`config.mk`:
```
export PLATFORM = sky130hd
export DESIGN_NAME = arrow_key_capture
export DESIGN_NICKNAME = d
export VERILOG_FILES = /design/src/rtl/arrow_key_capture.sv
export SDC_FILE = /design/constraint.sdc
export NUM_CORES = 1
export LEC_CHECK = 0
export BUFFER_PORTS_ARGS = -buffer_cell sky130_fd_sc_hd__buf_4
export CAP_MARGIN = 25
export CORE_MARGIN = 5
export CORE_UTILIZATION = 25
export CTS_BUF_LIST = sky130_fd_sc_hd__clkbuf_8
export DETAILED_ROUTE_END_ITERATION = 10
export GPL_ROUTABILITY_DRIVEN = 0
export SETUP_SLACK_MARGIN = 0.15
export SYNTH_ARGS = -nofsm -noshare
export SYNTH_HDL_FRONTEND = slang
export SYNTH_SLANG_ARGS = --single-unit
```
`constraint.sdc`:
```
create_clock -name clock -period 4.4 [get_ports clock]
set_clock_uncertainty 0.15 [all_clocks]
set_input_delay 0.44 -clock clock [delete_from_list [all_inputs] [get_ports clock]]
set_output_delay 0.44 -clock clock [all_outputs]
set_load 0.05 [all_outputs]
```
`src/rtl/arrow_key_capture.sv`:
```
// ---------------------------------------------------------------------------
// arrow_key_capture
//
// Purpose:
//   Takes N raw board keys, synchronises and debounces each one, reports the
//   direction code of the single held key as a level, and queues every fresh
//   single-key press as a direction event in a small first-word-fall-through
//   FIFO. The game FSM consumes events through a valid/ready handshake, so a
//   press is neither lost nor counted twice.
//
// Ports:
//   clock       in   system clock, rising edge
//   resetn      in   synchronous active-low reset
//   keys_in     in   raw key inputs, [0]=left [1]=down [2]=up [3]=right
//   enable      in   1 = press events are queued
//   flush       in   empty the FIFO and clear overflow
//   dir_level   out  code of the single held key, all-ones otherwise
//   dir_data    out  head-of-FIFO code, all-ones when empty
//   dir_valid   out  FIFO not empty
//   dir_ready   in   consumer accepts the head entry
//   fifo_count  out  number of queued events
//   overflow    out  sticky: an event was dropped while the FIFO was full
// ---------------------------------------------------------------------------
module arrow_key_capture #(
   parameter int N_KEYS          = 4,
   parameter int CODE_W          = 3,
   parameter int DEBOUNCE_CYCLES = 4,
   parameter int FIFO_DEPTH      = 4,
   parameter int ACTIVE_LOW      = 0
) (
   input  logic                              clock,
   input  logic                              resetn,
   input  logic [N_KEYS-1:0]                 keys_in,
   input  logic                              enable,
   input  logic                              flush,
   output logic [CODE_W-1:0]                 dir_level,
   output logic [CODE_W-1:0]                 dir_data,
   output logic                              dir_valid,
   input  logic                              dir_ready,
   output logic [$clog2(FIFO_DEPTH+1)-1:0]   fifo_count,
   output logic                              overflow
);

   localparam int DB_W  = $clog2(DEBOUNCE_CYCLES + 1);
   localparam int PTR_W = $clog2(FIFO_DEPTH);
   localparam int CNT_W = $clog2(FIFO_DEPTH + 1);

   localparam logic [CODE_W-1:0] NOTHING  = {CODE_W{1'b1}};
   localparam logic [DB_W-1:0]   DB_LAST  = DB_W'(DEBOUNCE_CYCLES - 1);
   localparam logic [CNT_W-1:0]  CNT_FULL = CNT_W'(FIFO_DEPTH);

   logic [N_KEYS-1:0] keys_norm;
   logic [N_KEYS-1:0] sync1;
   logic [N_KEYS-1:0] sync2;
   logic [N_KEYS-1:0] stable;
   logic [N_KEYS-1:0] stable_prev;
   logic [DB_W-1:0]   db_cnt [N_KEYS];

   logic              stable_onehot;
   logic [CODE_W-1:0] stable_code;
   logic              press_event;

   logic [CODE_W-1:0] mem [FIFO_DEPTH];
   logic [PTR_W-1:0]  wr_ptr;
   logic [PTR_W-1:0]  rd_ptr;
   logic [CNT_W-1:0]  count;
   logic              full;
   logic              pop;
   logic              push_req;
   logic              push_ok;

   // Everything downstream works in "1 = pressed" terms, so active-low boards
   // are inverted right at the pins.
   assign keys_norm = (ACTIVE_LOW != 0) ? ~keys_in : keys_in;

   // A one-hot test that avoids a priority chain: clearing the lowest set bit
   // of a one-hot vector leaves nothing behind.
   assign stable_onehot = (stable != '0) &&
                          ((stable & (stable - N_KEYS'(1))) == '0);

   // Index of the set bit in the debounced vector. Only meaningful while the
   // vector is one-hot, which is the only time it is consumed.
   always_comb begin
      stable_code = NOTHING;
      for (int i = 0; i < N_KEYS; i++) begin
         if (stable[i]) begin
            stable_code = CODE_W'(i);
         end
      end
   end

   // A press only counts when the keyboard was fully idle on the previous
   // cycle, so chords and keys left over from a chord never generate events.
   assign press_event = stable_onehot && (stable_prev == '0);

   // Synchroniser, per-key debounce and the registered direction level.
   // A key's stable bit only flips after the synchronised level has disagreed
   // with it for DEBOUNCE_CYCLES edges in a row; any agreeing edge restarts
   // the count, which is what swallows contact bounce.
   always_ff @(posedge clock) begin
      if (!resetn) begin
         sync1       <= '0;
         sync2       <= '0;
         stable      <= '0;
         stable_prev <= '0;
         dir_level   <= NOTHING;
         for (int i = 0; i < N_KEYS; i++) begin
            db_cnt[i] <= '0;
         end
      end else begin
         sync1       <= keys_norm;
         sync2       <= sync1;
         stable_prev <= stable;
         dir_level   <= stable_onehot ? stable_code : NOTHING;
         for (int i = 0; i < N_KEYS; i++) begin
            if (sync2[i] != stable[i]) begin
               if (db_cnt[i] == DB_LAST) begin
                  stable[i] <= ~stable[i];
                  db_cnt[i] <= '0;
               end else begin
                  db_cnt[i] <= db_cnt[i] + DB_W'(1);
               end
            end else begin
               db_cnt[i] <= '0;
            end
         end
      end
   end

   // FIFO handshake decode. A full queue still takes a push when the head is
   // leaving on the same edge; flush wins over both push and pop.
   assign full     = (count == CNT_FULL);
   assign pop      = dir_valid & dir_ready;
   assign push_req = press_event & enable & ~flush;
   assign push_ok  = push_req & (~full | pop);

   // Event storage. Contents need no reset because dir_data is forced to
   // NOTHING whenever the queue is empty.
   always_ff @(posedge clock) begin
      if (resetn && push_ok) begin
         mem[wr_ptr] <= stable_code;
      end
   end

   // Pointers, occupancy and the sticky overflow flag. Pointers wrap
   // naturally because the depth is a power of two.
   always_ff @(posedge clock) begin
      if (!resetn || flush) begin
         wr_ptr   <= '0;
         rd_ptr   <= '0;
         count    <= '0;
         overflow <= 1'b0;
      end else begin
         if (push_ok) begin
            wr_ptr <= wr_ptr + PTR_W'(1);
         end
         if (pop) begin
            rd_ptr <= rd_ptr + PTR_W'(1);
         end
         if (push_ok && !pop) begin
            count <= count + CNT_W'(1);
         end else if (pop && !push_ok) begin
            count <= count - CNT_W'(1);
         end
         if (push_req && full && !pop) begin
            overflow <= 1'b1;
         end
      end
   end

   assign dir_valid  = (count != '0);
   assign dir_data   = dir_valid ? mem[rd_ptr] : NOTHING;
   assign fifo_count = count;

endmodule

```
==> summary.md <==
| Metric | Value |
|---|---|
| Run status | complete, no violations |
| Required @ worst endpoint | ~4500 ps |
| Most used cell, CP | xor2_1 |
| Die X | 105 um |
| Post-CTS Resized | 0 |
| Post-Syn Area | 2250 sq um |
| Routed Antenna Nets | 0 |
| Non-Filler Instances | 322 |
| Worst setup SP type | flop |
| Row cnt | 34 |
| Global Route Usage Sum | 6.41% |
| Flop pwr share | 55.7% |
| Setup_tns | 0 ps |
| TritonCTS clock tree | done |
| CTS Hold Buffers Added | 0 |
| # clock sinks | 53 |
| Post-CTS Setup Bufs | 0 |
| Detailed Route WL | 3240 um |
| Grt ovf | 0 |
| Static leakage | 0.00105 uW |
| DRC violations left | 0 |
| Synth async-reset ratio | 0% |
| Arrival time worst endpoint | 2700 ps |
| Largest net degree at the start of global routing | 25 |
| Critical path class | reg -> reg |
| Count of cell types in the netlist | 31 |
| Maximum vdd ir drop | 0.000175 V |
| Chip height | 105 um |
| Via count | 1263 |
| Count of endpoints failing setup in the final report | 0 |
| DRT iter0 DRCs | 34 |
| Top FF cell, synth | dfxtp_1 |
| Post-DR wirelength/cell | 10.0 um |
| Yosys top cell by area | edfxtp_1 |
| Class of the worst hold path | in -> reg |
| Synth-to-Final Area Change | 18.1% |
| Placeable Area | 8760 sq um |
| Worst Max-Slew Pin Slew | around 730 ps |
| Final worst setup slack | 1790 ps |
| IO Count | 20 |
| Switching part of the total power | around a fifth |
| Post-synth EDFFs | 24 |
| Clock root buffer | clkbuf_8 |
| Switching power | 180 uW |
| H-tree depth | 2 |
| Internal power | 765 uW |
| Hold Violations, Final | 0 |
| Logic pwr share | about 4.1% |
| Part of the cycle the worst path needs | 59.3% |
| Syn Area/Cell | about 12 sq um |
| Max-cap violations | 0 |
| Synth Instances | 182 |
| Element type at the critical path end | flop |
| DPL Wire Length | about 2400 um |
| Commonest non-fill, non-tap cell in the layout | dfxtp_1 |
| DR pass1 iterations | 4 |
| Synthesis-stage register bit count | 53 |
| Clock Tree Buf Depth | 2 |
| Die area | ~11000 sq um |
| Register area share after synthesis | 57.7% |
| Commonest non-fill, non-tap cells in the layout | dfxtp_1, edfxtp_1, nor2_1, buf_4, and2_1 |
| Vias in the first global route | 1259 |
| Yosys top cell area share | between 30% and 40% |
| Starting Density | 25.7% |
| Port bufs | 19 |
| Critical Path Fanout Max | 9 |
| Initial antenna violation count | 0 |
| Hold WS | 192 ps |
| Final net count | around 240 |
| Final Max Tran Viols | 0 |
| Clock slew at reported path FFs | 90 ps |
| Crit path cell chain | xor2_1 > a211oi_2 > nor2_1 > ha_1 > inv_1 > fa_1 > xor2_1 > or3_1 > a21oi_1 |
| Critical Path Slowest Stage Cell | dfxtp_1 |
| First-pass GRT wire length | 5780 um |
| # fillers | 924 |
| Max incr delay on CP | 590 ps |
| Tmin final | 2610 ps |
| N_diodes | 0 |
| Pre-CTS WS | 1810 ps |
| Clk pwr share | 40.2% |
| Clock Latency Late Sink | 300 ps |
| Top post-synthesis cells by area | edfxtp_1, dfxtp_1, ha_1 |
| YS warnings | 0 |
| Max Clock Freq | 383 MHz |
| TritonCTS Buffers | 5 |
| Vias per Instance | about 3.9 |
| Share of layout cells above drive strength 1 | 16.8% |
| RSZ-0062 raised after global routing | false |
| Placed cell count | about 310 |
| Pwr/cell area | roughly 350 nW/um^2 |
| Worst relative slew slack | about half |
[layout make-up]
cell class	count	area (sq um)	area share [%]
clock inverter	3	65.1	2.44
sequential	53	1300	48.9
clock buffer	5	68.8	2.58
multi-input combinational	121	901	33.8
tap	108	135	5.08
timing repair buffer	19	143	5.36
inverter	13	48.8	1.83
[flip-flops by register name, indices dropped and copies added (netlist names), named ones only]
register,flops
db_cnt,12
mem,12
stable,4
stable_prev,4
sync1,4
sync2,4
dir_level,3
fifo_count,3
rd_ptr,2
wr_ptr,2
overflow,1
[path summary, 6_finish.rpt]
check / start / slack [ps] / depth (start not counted) / endpoint
max: stable[1] / 1790 / 9 / fifo_count[2]
min: keys_in[0] / 190 / 2 / sync1[0]
max reg2reg: stable[1] / 1790 / 9 / fifo_count[2]
min reg2reg: sync1[3] / 290 / 1 / sync2[3]
[cell usage after synthesis (3+ instances only)]
master,n
and2_1,16
dfxtp_1,29
edfxtp_1,24
ha_1,13
inv_1,13
mux2i_1,6
mux4_2,3
nand2_1,4
nand2b_1,3
nand3b_1,4
nor2_1,19
nor2b_1,8
o21ai_0,3
or2_2,3
xor2_1,9
[metal layers]
layer	vias to the layer above	wire, um	track usage, %
li1	659	-	-
met1	578	1510	7.98
met2	20	1490	9.94
met3	6	176	2.40
met4	0	57	2.74
met5	-	0	0
[power groups by stage]
| stage | sequential, uW | combinational (uW) | clock (uW) |
|---|---|---|---|
| after detailed placement | 538 | 38.9 | 0 |
| after global placement | 538 | 38.0 | 0 |
| after CTS | 527 | 39.1 | 391 |
| final | 527 | 38.3 | 380 |
| after floorplan | 538 | 26.2 | 0 |
| after global routing | 528 | 44.2 | 413 |
[kinds of logic after synthesis]
group | Yosys count | share of synthesized area, %
muxes | 9 | 5.66
and+or+nand+nor | 69 | 18.4
DFF | 53 | 57.7
buffers and inverters | 19 | 4.16
xor gates and xnor gates | 9 | 3.50
adders and majority gates | 14 | 8.10
other | 1 | 0.166
AOI/OAI and AO/OA | 8 | 2.33
[critical path: cells and delay by family (launching register included)]
kind                     cells  cell delay (ps)
AO/OA/AOI/OAI                2              280
XOR/XNOR                     2              380
adder cells (fa/ha/maj)      2              590
buffers and inverters        1               60
flip-flops                   1              590
AND/OR/NAND/NOR              2              500
[per-stage QoR]
stage	total power (uW)	cell area [sq um]	utilization, %
6_report	945	2660	30.4
5_1_grt	985	2660	30.4
3_5_place_dp	577	2530	28.9
2_1_floorplan	564	2300	-
3_3_place_gp	576	2530	28.9
4_1_cts	957	2660	30.4
Power figures use the tool's default switching activity.
